## config.mk

```make
export PLATFORM = sky130hd
export DESIGN_NAME = shift_deser4_flat
export DESIGN_NICKNAME = d
export VERILOG_FILES = /design/src/rtl/shift_deser4_if.sv /design/src/rtl/shift_deser4.sv /design/src/flat_wrapper.sv
export SDC_FILE = /design/constraint.sdc
export NUM_CORES = 1
export LEC_CHECK = 0
export CAP_MARGIN = 20
export CORE_AREA = 2 2 39 41
export CTS_CLUSTER_DIAMETER = 120
export CTS_CLUSTER_SIZE = 20
export DETAILED_ROUTE_END_ITERATION = 6
export DIE_AREA = 0 0 41 43
export DONT_BUFFER_PORTS = 1
export MAX_ROUTING_LAYER = met4
export PLACE_DENSITY_LB_ADDON = 0.25
export SETUP_SLACK_MARGIN = 0.15
export SYNTH_ARGS = -nofsm -noshare
export SYNTH_HDL_FRONTEND = slang
export SYNTH_SLANG_ARGS = --single-unit
```

## constraint.sdc

```tcl
create_clock -name Clk -period 1.5 [get_ports Clk]
set_input_delay 0.3 -clock Clk [delete_from_list [all_inputs] [get_ports Clk]]
set_output_delay 0.3 -clock Clk [all_outputs]
set_load 0.02 [all_outputs]
```

## src/rtl/shift_deser4_if.sv

```systemverilog
// Serial receive link bundle: stimulus side (master) and receiver side (slave).
`default_nettype none

interface shift_deser4_if #(
  parameter int WIDTH = 4
);
  logic             Start;
  logic             SerIn;
  logic             SerValid;
  logic             Ack;
  logic             ClrOvr;
  logic [WIDTH-1:0] Q;
  logic             QValid;
  logic             Busy;
  logic             Overrun;

  modport master (
    output Start, SerIn, SerValid, Ack, ClrOvr,
    input  Q, QValid, Busy, Overrun
  );

  modport slave (
    input  Start, SerIn, SerValid, Ack, ClrOvr,
    output Q, QValid, Busy, Overrun
  );
endinterface

`default_nettype wire

```

## src/rtl/shift_deser4.sv

```systemverilog
// Serial-in parallel-out receiver: Start-framed, strobe-qualified bits assembled
// into a WIDTH-bit word held behind a valid/ack handshake with sticky overrun.
`default_nettype none

module shift_deser4 #(
  parameter int WIDTH     = 4,
  parameter bit LSB_FIRST = 1'b1
) (
  input  wire               Clk,
  input  wire               ResetB,
  shift_deser4_if.slave     bus
);

  localparam int CW = (WIDTH <= 2) ? 1 : $clog2(WIDTH);
  localparam logic [CW-1:0] LAST = CW'(WIDTH - 1);

  typedef enum logic {
    IDLE = 1'b0,
    RECV = 1'b1
  } state_t;

  state_t           state, state_d;
  logic [CW-1:0]    count, count_d;
  logic [WIDTH-1:0] sreg, sreg_d;
  logic [WIDTH-1:0] q, q_d;
  logic             qvalid, qvalid_d;
  logic             overrun, overrun_d;
  logic [WIDTH-1:0] sreg_shift;
  logic             complete;

  generate
    if (LSB_FIRST) begin : g_lsb_first
      assign sreg_shift = {bus.SerIn, sreg[WIDTH-1:1]};
    end else begin : g_msb_first
      assign sreg_shift = {sreg[WIDTH-2:0], bus.SerIn};
    end
  endgenerate

  always_ff @(posedge Clk or negedge ResetB) begin
    if (!ResetB) begin
      state   <= IDLE;
      count   <= '0;
      sreg    <= '0;
      q       <= '0;
      qvalid  <= 1'b0;
      overrun <= 1'b0;
    end else begin
      state   <= state_d;
      count   <= count_d;
      sreg    <= sreg_d;
      q       <= q_d;
      qvalid  <= qvalid_d;
      overrun <= overrun_d;
    end
  end

  always_comb begin
    state_d  = state;
    count_d  = count;
    sreg_d   = sreg;
    complete = 1'b0;

    // Start outranks SerValid, so a bit arriving with a restart is dropped.
    if (bus.Start) begin
      state_d = RECV;
      count_d = '0;
      sreg_d  = '0;
    end else if (state == RECV && bus.SerValid) begin
      sreg_d = sreg_shift;
      if (count == LAST) begin
        complete = 1'b1;
        state_d  = IDLE;
      end else begin
        count_d = count + 1'b1;
      end
    end
  end

  always_comb begin
    q_d       = q;
    qvalid_d  = qvalid;
    overrun_d = overrun;

    if (bus.ClrOvr) overrun_d = 1'b0;
    if (bus.Ack)    qvalid_d  = 1'b0;

    // A new word beats a same-edge Ack; overwriting an unacked word is an overrun.
    if (complete) begin
      q_d      = sreg_shift;
      qvalid_d = 1'b1;
      if (qvalid && !bus.Ack) overrun_d = 1'b1;
    end
  end

  assign bus.Q       = q;
  assign bus.QValid  = qvalid;
  assign bus.Busy    = (state == RECV);
  assign bus.Overrun = overrun;

endmodule

`default_nettype wire
```

## src/flat_wrapper.sv

```systemverilog
// flat-port wrapper written by rule: the top's interface ports become plain ports
module shift_deser4_flat 
#(
  parameter int WIDTH     = 4,
  parameter bit LSB_FIRST = 1'b1
)
  (Clk, ResetB, bus_Start, bus_SerIn, bus_SerValid, bus_Ack, bus_ClrOvr, bus_Q, bus_QValid, bus_Busy, bus_Overrun);
  shift_deser4_if #(.WIDTH(WIDTH)) bus_i ();
  input  wire Clk;
  input  wire ResetB;
  input wire logic [$bits(bus_i.Start)-1:0] bus_Start;
  input wire logic [$bits(bus_i.SerIn)-1:0] bus_SerIn;
  input wire logic [$bits(bus_i.SerValid)-1:0] bus_SerValid;
  input wire logic [$bits(bus_i.Ack)-1:0] bus_Ack;
  input wire logic [$bits(bus_i.ClrOvr)-1:0] bus_ClrOvr;
  output wire logic [$bits(bus_i.Q)-1:0] bus_Q;
  output wire logic [$bits(bus_i.QValid)-1:0] bus_QValid;
  output wire logic [$bits(bus_i.Busy)-1:0] bus_Busy;
  output wire logic [$bits(bus_i.Overrun)-1:0] bus_Overrun;
  assign bus_i.Start = bus_Start;
  assign bus_i.SerIn = bus_SerIn;
  assign bus_i.SerValid = bus_SerValid;
  assign bus_i.Ack = bus_Ack;
  assign bus_i.ClrOvr = bus_ClrOvr;
  assign bus_Q = bus_i.Q;
  assign bus_QValid = bus_i.QValid;
  assign bus_Busy = bus_i.Busy;
  assign bus_Overrun = bus_i.Overrun;
  shift_deser4 #(.WIDTH(WIDTH), .LSB_FIRST(LSB_FIRST)) u_core (.Clk(Clk), .ResetB(ResetB), .bus(bus_i));
endmodule
```

==> flow_metrics.tcl <==
set metrics [dict create \
    postSynth.asyncResetShare 1.00 \
    die_y_um 43 \
    critPathArrivalTime_ns 1.45 \
    grt_use_total 0.138 \
    drt_wl_total_um 938 \
    endpoint_kind "register" \
    ys.flop_type "dfrtp_1" \
    postPlaceCellArea_um2 566 \
    synthTopCellsByCount "dfrtp_1 (12), mux2_4 (4)" \
    pre_cts_slack_ns 0.145 \
    die_area_um2 1760 \
    clkTransAtPathRegs_ns 0.07 \
    synth_area_leader_cell "dfrtp_1" \
    r2r_start "u_core.count[0]" \
    finalClockSkew_ns 0.00296 \
    drtPass1Iterations 2 \
    min_period_over_period 0.859 \
    first_global_vias 362 \
    antenna_found_initial 0 \
    finalWorstSetupSlack_ns 0.212 \
    root_buffer "clkbuf_4" \
    yosys_warnings 0 \
    antenna_cells 0 \
    p_per_area_nw_per_um2 1080 \
    clock.fmax_mhz 776 \
    cts_tree "done" \
    start_util 0.410 \
    layout-drive-gt1-share 0.283 \
    core-area_um2 1380 \
    setup_viol 0 \
    area_growth_pct 9.69 \
    io_pins 14 \
    critPathRequiredTime_ns 1.66 \
    clk_path_buf_depth 2 \
    yosysMostFrequentCell "dfrtp_1" \
    slowest_stage "dfrtp_1" \
    cts_sinks 12 \
    synth_seq_area_share 0.529 \
    syn_area_per_cell_um2 13.5 \
    drtIter0Drc 6 \
    synth_cell_types 19 \
    syn_nets 50 \
    reg2reg_depth 3 \
    min_path_type "in2reg" \
    netlist_top_cells_area "dfrtp_1 (53%), mux2_4 (11%), a21bo_1 (5.3%), nand4b_4 (4.2%), buf_6 (4.0%)" \
    io_buffers 0 \
    syn_area_um2 568 \
    critPathKind "reg2reg" \
    hold_depth 1 \
    viasPerCell 5.24 \
    htree_levels 1 \
    worstSkewPairLatency_ns 0.27 \
    p_leak_nw 0.299 \
    fin_cells 62 \
    crit_chain "ha_2, and3b_2, mux2_1" \
    ys_seq_elements 12 \
    slew_headroom 0.653 \
    wl_per_cell_um 15.1 \
    grt-ovfl-total 0 \
    r2r_setup_slack_ns 0.21 \
    ant_nets 0 \
    rows 14 \
    path_max_fanout 3 \
    drv_cap 0 \
    worstHoldStart "bus_Start" \
    yosysTopAreaCellShare 0.529 \
    critPathLaunchType "register" \
    slowest_delay_ns 0.40 \
    cts_made_buffers 3 \
    min_delay_worst_endpoint "u_core.sreg[1]" \
    worstMarginPinSlew_ns 0.519 \
    grt_pass1_wl_um 1530 \
    fin_nets 55 \
    grt_max_degree 13 \
    syn_inst 42 \
    slew_violations 0 \
    dp.cells 56 \
    min_period_ns 1.29 \
    nFillCells 122 \
    via_count 325 \
    regToRegEndpoint "u_core.count[0]" \
    ir_drop_uv 333 \
    gp_congestion 0.663 \
    status "finished clean" \
    stdcell_area_um2 623 \
    synth_edf_count 0 \
    rsz0062_at_grt "false" \
    tns_ns 0 \
    die_x_um 41 \
    hold_viol 0 \
    drc 0 \
]
flip-flops by register name (all words and copies together), names as in the netlist:
signal              cells
u_core.bus.Q            4
u_core.sreg             3
u_core.count            2
u_core.bus.Busy         1
u_core.bus.Overrun      1
u_core.bus.QValid       1
worst max path at each step:
stage | endpoint | depth (start not counted) | from | slack (ns)
after global placement | u_core.count[0] | 3 | u_core.count[0] | 0.20
after detailed placement | u_core.count[0] | 3 | u_core.count[0] | 0.14
final | u_core.count[0] | 3 | u_core.count[0] | 0.21
after global routing | u_core.count[0] | 3 | u_core.count[0] | 0.17
after CTS | u_core.count[0] | 3 | u_core.count[0] | 0.15
after floorplan | u_core.count[0] | 3 | u_core.count[0] | 0.21
area by class of cell:
cell class	instances	area [um2]	area share
Sequential cell	12	300	0.482
Inverter	1	3.75	0.00602
Multi-Input combinational cell	26	238	0.382
Tap cell	16	20.0	0.0321
Timing Repair Buffer	3	25.0	0.0402
Clock buffer	4	36.3	0.0582
where the power goes:
group	internal [mW]	total [mW]	switching (mW)
sequential	0.341	0.366	0.0252
clock	0.148	0.252	0.104
combinational	0.0334	0.0545	0.0211
total	0.522	0.672	0.150
critical path: cells and delay by family (launching register included):
kind	cells	cell delay [ns]
simple gates	1	0.25
flops	1	0.40
mux	1	0.32
fa+ha+maj	1	0.21
kinds of logic (layout without fill, tap and decap cells):
logic type                 count (synthesis)  after routing  share of synthesized area
DFF                                       12             12                      0.529
AOI/OAI and AO/OA                          8              8                      0.104
buffers and inverters                      4              8                     0.0595
and+or+nand+nor                           11             11                      0.143
muxes                                      6              6                      0.143
adders and majority gates                  1              1                     0.0220
metrics by stage:
| step | hold WS [ns] | power (mW) | utilization |
|---|---|---|---|
| 6_report | 0.0802 | 0.672 | 0.450 |
| 3_3_place_gp | 0.00468 | 0.411 | 0.409 |
| 4_1_cts | 0.0723 | 0.680 | 0.443 |
| 5_1_grt | 0.0630 | 0.715 | 0.450 |
| 3_5_place_dp | 0.00468 | 0.417 | 0.409 |
| 2_1_floorplan | 0.00441 | 0.416 | - |
repair_timing:
action,CTS,global route
gates resized for setup,1,1
hold buffers,1,0
setup endpoints to repair,1,1
hold endpoints to repair,12,0
buffers inserted,0,1
placed cells by master (no fill, tap or decap), drive strengths merged:
master,count
nand4b,1
buf,2
nand3,3
o21a,1
mux2i,1
ha,1
o22ai,1
clkbuf,4
nand2,1
and3b,1
dfrtp,12
dlygate4sd3,1
a21bo,3
and2b,1
mux2,5
nor2,1
a21oi,3
nand2b,3
inv,1
per-layer routing:
layer  routed length [um]  global-route usage  vias up
met5                    0                   -        -
met4                   14              0.0800        0
met3                   86              0.0628        2
met2                  446               0.206       16
met1                  390               0.143      155
li1                     -                   -      152
(Power assumes the default switching activity.)
